<file path="src/rtl/unidade_controle_multiciclo_if.sv">
// Control/datapath bundle for the RV64 multicycle core: instruction fields and
// Zero flow from the datapath (slave) to the control unit (master), enables flow back.
interface unidade_controle_multiciclo_if;
  logic [6:0] opcode;
  logic [2:0] funct3;
  logic [6:0] funct7;
  logic       Zero;
  logic       PCwrite;
  logic       PCSrc;
  logic       IRwrite;
  logic       DMemWr;
  logic       loadMDR;
  logic       RegWrite;
  logic [1:0] MemToReg;
  logic       loadRegA;
  logic       loadRegB;
  logic       loadALUOut;
  logic       SelMux2;
  logic [1:0] SelMux4;
  logic [2:0] AluOperation;
  logic [3:0] state_out;
  logic       illegal;

  modport master (
    input  opcode, funct3, funct7, Zero,
    output PCwrite, PCSrc, IRwrite, DMemWr, loadMDR, RegWrite, MemToReg,
           loadRegA, loadRegB, loadALUOut, SelMux2, SelMux4, AluOperation,
           state_out, illegal
  );

  modport slave (
    output opcode, funct3, funct7, Zero,
    input  PCwrite, PCSrc, IRwrite, DMemWr, loadMDR, RegWrite, MemToReg,
           loadRegA, loadRegB, loadALUOut, SelMux2, SelMux4, AluOperation,
           state_out, illegal
  );
endinterface

</file>
<file path="src/rtl/unidade_controle_multiciclo.sv">
// Multicycle control FSM for the RV64 datapath (add, sub, addi, ld, sd, beq, bne, lui).
// Optional macro ILLEGAL_TRAP_EN: unsupported opcode / funct3 in DECODE locks into TRAP.
module unidade_controle_multiciclo (
  input logic                          clk,
  input logic                          rst,
  unidade_controle_multiciclo_if.master bus
);
  localparam logic [2:0] ALU_PASS = 3'b000;
  localparam logic [2:0] ALU_ADD  = 3'b001;
  localparam logic [2:0] ALU_SUB  = 3'b010;

  localparam logic [6:0] OP_R    = 7'b0110011;
  localparam logic [6:0] OP_I    = 7'b0010011;
  localparam logic [6:0] OP_LD   = 7'b0000011;
  localparam logic [6:0] OP_SD   = 7'b0100011;
  localparam logic [6:0] OP_BEQ  = 7'b1100011;
  localparam logic [6:0] OP_BNE  = 7'b1100111;
  localparam logic [6:0] OP_LUI  = 7'b0110111;

  typedef enum logic [3:0] {
    S_RESET = 4'd0,  S_FETCH = 4'd1,    S_FETCH_WAIT = 4'd2, S_DECODE = 4'd3,
    S_EXEC_R = 4'd4, S_EXEC_I = 4'd5,   S_WB_ALU = 4'd6,     S_MEM_ADDR = 4'd7,
    S_LD_READ = 4'd8, S_LD_WB = 4'd9,   S_SD_WRITE = 4'd10,  S_BRANCH = 4'd11,
    S_PC_INC = 4'd12, S_LUI_WB = 4'd13, S_TRAP = 4'd14,      S_UNUSED = 4'd15
  } state_t;

  typedef struct packed {
    logic       pcwrite;
    logic       pcsrc;
    logic       irwrite;
    logic       dmemwr;
    logic       loadmdr;
    logic       regwrite;
    logic [1:0] memtoreg;
    logic       loada;
    logic       loadb;
    logic       loadaluout;
    logic       selmux2;
    logic [1:0] selmux4;
    logic [2:0] aluop;
    logic       illegal;
  } ctrl_t;

  state_t state, nxt, dec_next;
  ctrl_t  ctrl_q;
  logic   br_taken;

  // Moore output table; the branch redirect is added combinationally below.
  function automatic ctrl_t moore(input state_t s, input logic [6:0] f7);
    ctrl_t c;
    logic  pc_step;
    c       = '0;
    pc_step = 1'b0;
    case (s)
      S_FETCH_WAIT: c.irwrite = 1'b1;
      S_DECODE: begin
        c.loada = 1'b1; c.loadb = 1'b1; c.loadaluout = 1'b1;
        c.selmux4 = 2'b11; c.aluop = ALU_ADD;
      end
      S_EXEC_R: begin
        c.selmux2 = 1'b1; c.loadaluout = 1'b1;
        c.aluop = (f7 == 7'b0100000) ? ALU_SUB : ALU_ADD;
      end
      S_EXEC_I, S_MEM_ADDR: begin
        c.selmux2 = 1'b1; c.selmux4 = 2'b10; c.aluop = ALU_ADD; c.loadaluout = 1'b1;
      end
      S_WB_ALU:   begin c.regwrite = 1'b1; pc_step = 1'b1; end
      S_LD_READ:  c.loadmdr = 1'b1;
      S_LD_WB:    begin c.regwrite = 1'b1; c.memtoreg = 2'b01; pc_step = 1'b1; end
      S_SD_WRITE: begin c.dmemwr = 1'b1; pc_step = 1'b1; end
      S_BRANCH:   begin c.selmux2 = 1'b1; c.aluop = ALU_SUB; end
      S_PC_INC:   pc_step = 1'b1;
      S_LUI_WB:   begin c.regwrite = 1'b1; c.memtoreg = 2'b10; pc_step = 1'b1; end
      S_TRAP:     c.illegal = 1'b1;
      default:    c.aluop = ALU_PASS;
    endcase
    if (pc_step) begin
      c.selmux2 = 1'b0; c.selmux4 = 2'b01; c.aluop = ALU_ADD;
      c.pcsrc = 1'b0; c.pcwrite = 1'b1;
    end
    return c;
  endfunction

  assign br_taken = (bus.opcode == OP_BEQ &&  bus.Zero) ||
                    (bus.opcode == OP_BNE && !bus.Zero);

  // NOTE: every variable assigned in an always_comb gets a default first so no latch is inferred.
  always_comb begin
    dec_next = S_PC_INC;
    case (bus.opcode)
      OP_R:           dec_next = S_EXEC_R;
      OP_I:           dec_next = S_EXEC_I;
      OP_LD, OP_SD:   dec_next = S_MEM_ADDR;
      OP_BEQ, OP_BNE: dec_next = S_BRANCH;
      OP_LUI:         dec_next = S_LUI_WB;
      default:        dec_next = S_PC_INC;
    endcase
  end

`ifdef ILLEGAL_TRAP_EN
  logic f3_ok;
  always_comb begin
    f3_ok = 1'b0;
    case (bus.opcode)
      OP_R, OP_I, OP_BEQ: f3_ok = (bus.funct3 == 3'b000);
      OP_LD:              f3_ok = (bus.funct3 == 3'b011);
      OP_SD:              f3_ok = (bus.funct3 == 3'b111);
      OP_BNE:             f3_ok = (bus.funct3 == 3'b001);
      OP_LUI:             f3_ok = 1'b1;
      default:            f3_ok = 1'b0;
    endcase
  end
`endif

  always_comb begin
    nxt = S_RESET;
    case (state)
      S_RESET:      nxt = S_FETCH;
      S_FETCH:      nxt = S_FETCH_WAIT;
      S_FETCH_WAIT: nxt = S_DECODE;
`ifdef ILLEGAL_TRAP_EN
      S_DECODE:     nxt = f3_ok ? dec_next : S_TRAP;
      S_TRAP:       nxt = S_TRAP;
`else
      S_DECODE:     nxt = dec_next;
      S_TRAP:       nxt = S_RESET;
`endif
      S_EXEC_R, S_EXEC_I: nxt = S_WB_ALU;
      S_MEM_ADDR:   nxt = (bus.opcode == OP_LD) ? S_LD_READ : S_SD_WRITE;
      S_LD_READ:    nxt = S_LD_WB;
      S_BRANCH:     nxt = br_taken ? S_FETCH : S_PC_INC;
      S_WB_ALU, S_LD_WB, S_SD_WRITE, S_PC_INC, S_LUI_WB: nxt = S_FETCH;
      default:      nxt = S_RESET;
    endcase
  end

  // Outputs are registered from the next state so they line up with the state they describe.
  // NOTE: sequential state uses non-blocking assignments so all registers update from pre-edge values.
  always_ff @(posedge clk or posedge rst) begin
    if (rst) begin
      state  <= S_RESET;
      ctrl_q <= '0;
    end else begin
      state  <= nxt;
      ctrl_q <= moore(nxt, bus.funct7);
    end
  end

  assign bus.PCwrite      = ctrl_q.pcwrite | (state == S_BRANCH && br_taken);
  assign bus.PCSrc        = ctrl_q.pcsrc   | (state == S_BRANCH && br_taken);
  assign bus.IRwrite      = ctrl_q.irwrite;
  assign bus.DMemWr       = ctrl_q.dmemwr;
  assign bus.loadMDR      = ctrl_q.loadmdr;
  assign bus.RegWrite     = ctrl_q.regwrite;
  assign bus.MemToReg     = ctrl_q.memtoreg;
  assign bus.loadRegA     = ctrl_q.loada;
  assign bus.loadRegB     = ctrl_q.loadb;
  assign bus.loadALUOut   = ctrl_q.loadaluout;
  assign bus.SelMux2      = ctrl_q.selmux2;
  assign bus.SelMux4      = ctrl_q.selmux4;
  assign bus.AluOperation = ctrl_q.aluop;
  assign bus.state_out    = state;
`ifdef ILLEGAL_TRAP_EN
  assign bus.illegal      = ctrl_q.illegal;
`else
  assign bus.illegal      = 1'b0;
`endif
endmodule
</file>
<file path="src/flat_wrapper.sv">
// flat-port wrapper written by rule: the top's interface ports become plain ports
module unidade_controle_multiciclo_flat 
  (clk, rst, bus_opcode, bus_funct3, bus_funct7, bus_Zero, bus_PCwrite, bus_PCSrc, bus_IRwrite, bus_DMemWr, bus_loadMDR, bus_RegWrite, bus_MemToReg, bus_loadRegA, bus_loadRegB, bus_loadALUOut, bus_SelMux2, bus_SelMux4, bus_AluOperation, bus_state_out, bus_illegal);
  unidade_controle_multiciclo_if bus_i ();
  input logic clk;
  input logic rst;
  input wire logic [$bits(bus_i.opcode)-1:0] bus_opcode;
  input wire logic [$bits(bus_i.funct3)-1:0] bus_funct3;
  input wire logic [$bits(bus_i.funct7)-1:0] bus_funct7;
  input wire logic [$bits(bus_i.Zero)-1:0] bus_Zero;
  output wire logic [$bits(bus_i.PCwrite)-1:0] bus_PCwrite;
  output wire logic [$bits(bus_i.PCSrc)-1:0] bus_PCSrc;
  output wire logic [$bits(bus_i.IRwrite)-1:0] bus_IRwrite;
  output wire logic [$bits(bus_i.DMemWr)-1:0] bus_DMemWr;
  output wire logic [$bits(bus_i.loadMDR)-1:0] bus_loadMDR;
  output wire logic [$bits(bus_i.RegWrite)-1:0] bus_RegWrite;
  output wire logic [$bits(bus_i.MemToReg)-1:0] bus_MemToReg;
  output wire logic [$bits(bus_i.loadRegA)-1:0] bus_loadRegA;
  output wire logic [$bits(bus_i.loadRegB)-1:0] bus_loadRegB;
  output wire logic [$bits(bus_i.loadALUOut)-1:0] bus_loadALUOut;
  output wire logic [$bits(bus_i.SelMux2)-1:0] bus_SelMux2;
  output wire logic [$bits(bus_i.SelMux4)-1:0] bus_SelMux4;
  output wire logic [$bits(bus_i.AluOperation)-1:0] bus_AluOperation;
  output wire logic [$bits(bus_i.state_out)-1:0] bus_state_out;
  output wire logic [$bits(bus_i.illegal)-1:0] bus_illegal;
  assign bus_i.opcode = bus_opcode;
  assign bus_i.funct3 = bus_funct3;
  assign bus_i.funct7 = bus_funct7;
  assign bus_i.Zero = bus_Zero;
  assign bus_PCwrite = bus_i.PCwrite;
  assign bus_PCSrc = bus_i.PCSrc;
  assign bus_IRwrite = bus_i.IRwrite;
  assign bus_DMemWr = bus_i.DMemWr;
  assign bus_loadMDR = bus_i.loadMDR;
  assign bus_RegWrite = bus_i.RegWrite;
  assign bus_MemToReg = bus_i.MemToReg;
  assign bus_loadRegA = bus_i.loadRegA;
  assign bus_loadRegB = bus_i.loadRegB;
  assign bus_loadALUOut = bus_i.loadALUOut;
  assign bus_SelMux2 = bus_i.SelMux2;
  assign bus_SelMux4 = bus_i.SelMux4;
  assign bus_AluOperation = bus_i.AluOperation;
  assign bus_state_out = bus_i.state_out;
  assign bus_illegal = bus_i.illegal;
  unidade_controle_multiciclo u_core (.clk(clk), .rst(rst), .bus(bus_i));
endmodule
</file>
<file path="config.mk">
export PLATFORM = sky130hd
export DESIGN_NAME = unidade_controle_multiciclo_flat
export DESIGN_NICKNAME = d
export VERILOG_FILES = /design/src/rtl/unidade_controle_multiciclo_if.sv /design/src/rtl/unidade_controle_multiciclo.sv /design/src/flat_wrapper.sv
export SDC_FILE = /design/constraint.sdc
export NUM_CORES = 1
export LEC_CHECK = 0
export CAP_MARGIN = 20
export CORE_MARGIN = 2
export CORE_UTILIZATION = 42
export CTS_CLUSTER_DIAMETER = 80
export DETAILED_ROUTE_END_ITERATION = 10
export HOLD_SLACK_MARGIN = 0.15
export PLACE_DENSITY = 0.83
export RECOVER_POWER = 100
export SYNTH_ARGS = -nofsm -noshare
export SYNTH_HDL_FRONTEND = slang
export SYNTH_SLANG_ARGS = --single-unit
</file>
<file path="constraint.sdc">
create_clock -name clk -period 2 [get_ports clk]
set_input_delay 0.5 -clock clk [delete_from_list [all_inputs] [get_ports clk]]
set_output_delay 0.5 -clock clk [all_outputs]
set_load 0.05 [all_outputs]
</file>
==> results.yml, run 1 <==
run_status:
  status: "finished with violations"
  violations: "negative setup slack"
power_and_ir_drop:
  irDropWorstVdd_mv: 1.268
  total_power_mw: 2.686
  power_density_mw_per_mm2: 1704
  power_leakage_nw: 0.7407
floorplanning:
  fp-row-count: 18
  ios: 42
  die_area_mm2: 0.002931
  die_w_um: 54.14
  initial_core_util_pct: 43.42
  fp.dieH_um: 54.14
  core-area_mm2: 0.002432
setup_path:
  worstPathRequired_ps: 2190
  endpoint_kind: "flip-flop"
  reg2reg_depth: 7
  r2r-start: "u_core.bus.state_out[2]"
  critPathLaunchType: "flip-flop"
  crit_fanout: 8
  r2r_slack_ps: -140
  cp.arrival_ps: 2320
  cp-startpoint: "u_core.bus.state_out[2]"
  crit_end: "u_core.bus.AluOperation[0]"
  critPathKind: "reg2reg"
  rr_endpoint: "u_core.bus.AluOperation[0]"
global_routing:
  grt_max_degree: 19
  grtUsageTotal_pct: 19.48
  antenna_found_initial: 0
  gr-total-overflow: 0
  grt_pass1_vias: 880
  grt_pass1_wl_um: 4064
clock_network:
  clockBufferDepth: 2
  clk_pin_slew_ps: 100
  clk_latency_ps: 290
  cts_root_buffer: "clkbuf_4"
  cts_tree: "yes"
  clock_sinks: 18
  holdBufCountCts: 0
  cts_made_buffers: 3
  h-tree-depth: 1
finish:
  final_cell_mix: "buf_4, clkdlybuf4s50_1, dfrtp_1, nor2_1, clkbuf_1"
  stdcell_count: 181
  drive_gt1_share_pct: 37.09
  final_cell_area_mm2: 0.001577
  nets: 172
  diodes: 0
  area_growth_pct: 49.29
  final_common_cell: "buf_4"
  finish.utilization_pct: 64.81
timing:
  setup_viol_count_final: 10
  rsz0062_at_grt: "yes"
  setup_slack_ps: -138.6
  max_freq_ghz: 0.4676
  post-route-period-util_pct: 106.9
  drv_slew: 0
  worst_pin_slew_ps: 944.9
  hold_violations: 0
  slew-limit-headroom_pct: 37.01
  whs_ps: 550.8
  final.setup_skew_ps: 2.213
  final.min_clock_period_ps: 2139
synth:
  postSynthRegisterBits: 18
  yosys_warnings: 0
  yosysUniqueCellTypes: 45
  synth_area_mm2: 0.001056
  synthArstFlopShare_pct: 100.0
  synthFlopType: "dfrtp_1"
  post_synth.cell_area_avg_um2: 10.56
  synthCells: 100
  synth_edf_count: 0
  yosysSeqAreaShare_pct: 42.65
route:
  routed.top_layer: "met4"
  dr.pass1.iters: 4
  wl_met3_um: 151
  drcViolationCount: 0
  vias: 976
  ant_nets: 0
  met2_length_um: 1485
  viasPerCell: 5.392
  routed_wl_um: 2693
  wl_per_cell_um: 14.88
  routedLengthMet1_um: 1041
  dr.first_iter.drc_count: 13
placed_design:
  dp_cells: 172
  place_area_mm2: 0.001518
  numPortBuffers: 36
  dpl.hpwl_um: 2056
  gp_congestion: 0.9532
worst_hold_path:
  min_path_type: "reg2reg"
run:
  maxCapViolations: 0
[layout make-up]
cell class	instances	area (µm²)
clock buffers	4	36.28
fillers	189	855.8
inverters	5	18.77
multi-input cells	65	531.8
flip-flops and latches	18	455.4
well taps	30	37.54
repair buffers	59	496.7
[synthesized netlist by cell type, types with 2 or more instances]
master	instances	area, µm²
inv_1	3	11.26
nor4_1	5	31.28
buf_6	2	22.52
o21ai_0	4	20.02
nand3_1	2	10.01
and4bb_1	2	25.02
nand2b_4	3	41.29
inv_2	2	7.510
or3_1	2	12.51
buf_4	9	67.56
nor4b_1	2	17.52
nand2_1	4	15.01
or4_1	2	15.01
a211oi_1	2	15.01
buf_2	2	10.01
nor2_1	7	26.28
o21a_1	2	15.01
dfrtp_1	18	450.4
[cell families after synthesis]
| group | after synthesis | share of synthesized area (%) |
|---|---|---|
| compound gates | 19 | 14.22 |
| simple gates | 42 | 29.15 |
| xor+xnor | 2 | 2.370 |
| flops | 18 | 42.65 |
| other cells | 1 | 0.3551 |
| buf+inv | 18 | 11.26 |
[sequential cells by signal, summed over array words and instances (netlist names)]
name,cells
u_core.bus.RegWrite,1
u_core.bus.DMemWr,1
u_core.bus.MemToReg,2
u_core.bus.AluOperation,2
u_core.bus.loadRegA,1
u_core.bus.loadMDR,1
u_core.ctrl_q,1
u_core.bus.SelMux4,2
u_core.bus.IRwrite,1
u_core.bus.SelMux2,1
u_core.bus.state_out,4
u_core.bus.loadALUOut,1
[how the worst min path moves through the flow]
stage | from | endpoint | slack (ps) | cells past startpoint
2_1_floorplan | rst | u_core.bus.AluOperation[0] | 440 | 1
4_1_cts | rst | u_core.bus.SelMux4[1] | 520 | 3
3_3_place_gp | u_core.bus.state_out[1] | u_core.bus.IRwrite | 530 | 1
6_report | u_core.bus.state_out[1] | u_core.bus.IRwrite | 550 | 1
3_5_place_dp | u_core.bus.state_out[1] | u_core.bus.IRwrite | 530 | 1
5_1_grt | u_core.bus.state_out[1] | u_core.bus.IRwrite | 570 | 1
[repair_timing]
item,4_1_cts,5_1_grt
setup buffers,5,2
setup endpoints to repair,11,10
pin swaps,7,3
resized for setup,17,4
[per-stage QoR]
| stage | worst slack, ps | TNS [ps] |
|---|---|---|
| 2_1_floorplan | -519.6 | -3436 |
| 3_3_place_gp | -481.3 | -5488 |
| 3_5_place_dp | -522.2 | -6040 |
| 4_1_cts | -161.1 | -307.4 |
| 5_1_grt | -187.1 | -1350 |
| 6_report | -138.6 | -706.1 |
[report_power, final]
part	internal [mW]	leakage, nW	switching [mW]	total [mW]
registers	0.519	0.229	0.100	0.619
logic	0.713	0.490	1.13	1.85
clock network	0.111	0.0210	0.108	0.219
[worst max-delay path, cell delays in order, from the launching register on]
cell	delay, ps
dfrtp_2	380
buf_4	120
clkbuf_1	330
nor2_1	140
a211o_1	300
or3b_1	410
a31o_1	210
o21bai_1	150
[routing by layer]
layer | vias to the layer above | track usage [%]
li1 | 455 | -
met4 | 0 | 3.750
met1 | 480 | 22.26
met5 | - | 0
met2 | 39 | 35.54
met3 | 2 | 5.833
Note: power is estimated with default switching activity, not from simulation.
==> run 2: changes to the inputs <==
--- a/config.mk
+++ b/config.mk
@@ -6,6 +6,7 @@
 export NUM_CORES = 1
 export LEC_CHECK = 0
 export CAP_MARGIN = 20
+export CORE_ASPECT_RATIO = 0.7
 export CORE_MARGIN = 2
 export CORE_UTILIZATION = 42
 export CTS_CLUSTER_DIAMETER = 80
==> results.yml, run 2 (same netlist as run 1, synthesis figures left out) <==
timing:
  drv_slew: 0
  final.min_clock_period_ps: 2171
  rsz0062_at_grt: "yes"
  hold_violations: 0
  post-route-period-util_pct: 108.5
  slew-limit-headroom_pct: 37.16
  whs_ps: 556.5
  setup_slack_ps: -170.9
  worst_pin_slew_ps: 942.6
  final.setup_skew_ps: 5.712
  setup_viol_count_final: 6
  max_freq_ghz: 0.4606
  setup-tns-final_ps: -548.5
setup_path:
  cp-startpoint: "bus_opcode[1]"
  r2r_slack_ps: -90
  rr_endpoint: "u_core.bus.AluOperation[0]"
  critPathKind: "in2out"
  critPathLaunchType: "input pin"
  endpoint_kind: "output pin"
  r2r-start: "u_core.bus.state_out[2]"
  cp.arrival_ps: 1670
  crit_fanout: 3
  crit_end: "bus_PCwrite"
  reg2reg_depth: 8
  worstPathRequired_ps: 1500
route:
  dr.pass1.iters: 4
  dr.first_iter.drc_count: 56
  viasPerCell: 5.296
  vias: 1001
  routed_wl_um: 2912
  drcViolationCount: 0
  ant_nets: 0
  wl_per_cell_um: 15.41
placed_design:
  dpl.hpwl_um: 2117
  place_area_mm2: 0.001515
  gp_congestion: 0.9277
  numPortBuffers: 36
finish:
  final_cell_mix: "buf_4, clkdlybuf4s50_1, dfrtp_1, nor2_1, nor4_1"
  area_growth_pct: 55.09
  final_common_cell: "buf_4"
  final_cell_area_mm2: 0.001638
  drive_gt1_share_pct: 43.87
  nets: 176
  finish.utilization_pct: 67.65
  diodes: 0
  largest_reg_flops: 4
power_and_ir_drop:
  irDropWorstVdd_mv: 0.9453
  p_int_mw: 1.518
  power_density_mw_per_mm2: 1801
  power_frac_comb_pct: 71.9
  p_seq_share_pct: 20.4
  p_clk_share_pct: 7.8
  p_sw_mw: 1.432
  switching_share_pct: 48.55
  power_leakage_nw: 0.7963
global_routing:
  grt_max_degree: 19
  grt_pass1_vias: 924
  gr-total-overflow: 0
  grt_pass1_wl_um: 4333
  antenna_found_initial: 0
  grtUsageTotal_pct: 20.03
clock_network:
  clk_pin_slew_ps: 100
  clockBufferDepth: 2
  cts_root_buffer: "clkbuf_4"
  cts_made_buffers: 3
  h-tree-depth: 1
  clock_sinks: 18
  holdBufCountCts: 0
  cts_tree: "yes"
  clk_latency_ps: 310
floorplanning:
  core-area_mm2: 0.002421
  ios: 42
  initial_core_util_pct: 43.62
  die_w_um: 63.93
  fp-row-count: 15
  fp.dieH_um: 45.95
  die_area_mm2: 0.002938
run:
  maxCapViolations: 0
worst_hold_path:
  holdPathStages: 1
  min_path_type: "reg2reg"
run_status:
  status: "finished with violations"
  violations: "negative setup slack"
## run 2: cell count changes in the layout (fill, tap and decap cells not counted), moves of 2 or more
cell and delta:
buf_4 +4, buf_6 +2, clkbuf_1 -2, dlygate4sd2_1 -2
dlymetal6s2s_1 +2
## run 2: stage by stage
step           std cells  setup slack, ps  power, mW
4_1_cts              183           -177.9      2.755
6_report             189           -170.9      2.950
5_1_grt              189           -225.8      3.082
3_5_place_dp         175           -590.8      2.461
3_3_place_gp         175           -515.0      2.406
2_1_floorplan        101           -519.6      1.970
## run 2: layout make-up
cell class / instances / area [µm²]
Multi-Input combinational cell: 65 / 541.8
Tap cell: 34 / 42.54
Inverter: 5 / 21.27
Clock buffer: 4 / 36.28
Sequential cell: 18 / 455.4
Timing Repair Buffer: 63 / 540.5
Fill cell: 188 / 783.3
## run 2: timing repair
item	CTS	global route
pin swaps	3	5
setup buffers	4	6
gates resized for setup	16	17
endpoints found under the setup margin	12	8
## run 2: routing by layer
| layer | global-route usage [%] | vias up | part of all wire (%) |
|---|---|---|---|
| li1 | - | 457 | - |
| met1 | 24.11 | 474 | 38 |
| met2 | 35.83 | 57 | 50 |
| met3 | 5.693 | 13 | 8.8 |
| met4 | 5.652 | 0 | 2.7 |
| met5 | 0 | - | 0 |
## run 2: worst min path at each step
stage | startpoint | end | slack, ps
detailed placement | u_core.bus.state_out[2] | u_core.bus.IRwrite | 500
finish | u_core.bus.state_out[1] | u_core.bus.IRwrite | 560
CTS | rst | u_core.bus.RegWrite | 510
global route | u_core.bus.state_out[1] | u_core.bus.IRwrite | 570
floorplan | rst | u_core.bus.AluOperation[0] | 440
global placement | u_core.bus.state_out[2] | u_core.bus.IRwrite | 510
## run 2: worst max-delay path, stage by stage
cell and delay [ps]:
clkdlybuf4s15_1 190, nand4bb_1 140, buf_4 170, nor4b_4 340, or2_4 200, buf_12 130
## run 2: power groups by stage
stage	clock [mW]	combinational [mW]	sequential, mW
finish	0.229	2.12	0.600
global route	0.245	2.22	0.618
CTS	0.232	1.92	0.601
detailed placement	0	1.82	0.637
global placement	0	1.78	0.627
floorplan	0	1.06	0.910
==> variant, RTL diff (flow settings as in run 1) <==
The option `ILLEGAL_TRAP_EN` is turned on by a define.
--- a/src/rtl/unidade_controle_multiciclo.sv
+++ b/src/rtl/unidade_controle_multiciclo.sv
@@ -1,4 +1,6 @@
 // Multicycle control FSM for the RV64 datapath (add, sub, addi, ld, sd, beq, bne, lui).
 // Optional macro ILLEGAL_TRAP_EN: unsupported opcode / funct3 in DECODE locks into TRAP.
+`define ILLEGAL_TRAP_EN
+
 module unidade_controle_multiciclo (
   input logic                          clk,
Check against the original RTL: not equivalent (Yosys sat finds a counterexample within 10 cycles, from zero or initial values and one cycle with rst high).
==> variant against run 1 <==
  * The flow still finishes with violations (setup timing)
  * Non-clock buffer count rose by 24
  * Worst setup slack better by 0.011 ns
  * Synthesized area rose by 7.2%
  * Global-route usage up 4.8 points
  * Design area rose by 32%
  * Total power rose by 35%
  * Clock skew increased by 0.0069 ns
  * Largest cell class is now non-clock buffers
  * Clock power down 5%
  * Routed wire length up 52%
  * Synthesized cell count is 24% higher
  * Sequential cell count rose by 1
==> variant: results (changes against run 1) <==
* Status: complete, but fails checks (unchanged)
* Failing checks: setup timing (unchanged)
* Max IR drop VDD at 1.34 mV (was 1.27 mV)
* Global Route met2 Usage at 0.480 (was 0.355)
* Final clock-cell share at 0.0133 (was 0.0230)
* Worst-skew pair later-pin latency at 0.31 ns (was 0.29 ns)
* Critical Path Max Stage Delay at 0.56 ns (was 0.41 ns)
* Finished Layout Cells at 228 (was 181)
* Gr usage total at 0.243 (was 0.195)
* DR iter-0 viols at 37 (was 13)
* Setup WS post-layout at -0.127 ns (was -0.139 ns)
* Met3 Routed Length at 188 um (was 151 um)
* Most frequent cells after synthesis: dfrtp_1, nor3_1, buf_4 (was dfrtp_1, buf_4, nor2_1)
* Non-clk bufs at 83 (was 59)
* Post-Syn Instances at 124 (was 100)
* Vias at 1,296 (was 976)
* CLK BUF at 3 (was 4)
* Worst Tran Pin Value at 1.01 ns (was 0.945 ns)
* XOR/XNOR share of the synthesized area at 0.0232 (was 0.0237)
* FFs & Latches at 19 (was 18)
* #MultiIn Comb at 84 (was 65)
* WHS Endpoint: u_core.bus.RegWrite (was u_core.bus.IRwrite)
* Hold Path Depth at 2 (was 1)
* Vias in the first global route at 1,308 (was 880)
* M3 GR Usage at 0.0279 (was 0.0583)
* Leak pwr at 0.955 nW (was 0.741 nW)
* Register Area at 480 um2 (was 455 um2)
* Sequential area share after synthesis at 0.420 (was 0.427)
* Synth top area cells: dfrtp_1, buf_4, nor3_1, nand3_1, nor4_1 (was dfrtp_1, buf_4, nand2b_4, nor4_1, nor2_1)
* Endpoints failing setup at 4 (was 10)
* Multi-input combinational area share at 0.359 (was 0.337)
==> variant: changes by cell type in the layout (fill, tap and decap cells not counted), moves of 3 or more <==
cell                   run 1  this run
dlymetal6s2s_1             0         4
nand3_1                    1         5
a31oi_4                    0         4
nor3_1                     1         8
buf_2                      1         4
clkbuf_1                   6         1
o21ai_2                    0         4
buf_6                      0        12
o21ai_1                    3         0
buf_4                     24        36
o21ai_0                    2         5
nor2b_1                    0         3
nor4_1                     5         2
==> variant: repair_timing <==
| item | CTS | global route |
|---|---|---|
| endpoints found under the hold margin | 0 | 0 |
| endpoints found under the setup margin | 16 | 14 |
| pin swaps | 13 | 9 |
| setup buffers | 10 | 6 |
| gates resized for setup | 49 | 29 |
==> variant: per-stage QoR <==
stage	hold slack [ns]	power, mW	setup WS (ns)	util
finish	0.625	3.62	-0.127	0.823
global route	0.644	3.76	-0.167	0.823
CTS	0.511	3.20	-0.0697	0.758
detailed placement	0.519	2.82	-0.795	0.701
global placement	0.521	2.75	-0.705	0.701
floorplan	0.451	2.05	-0.262	-
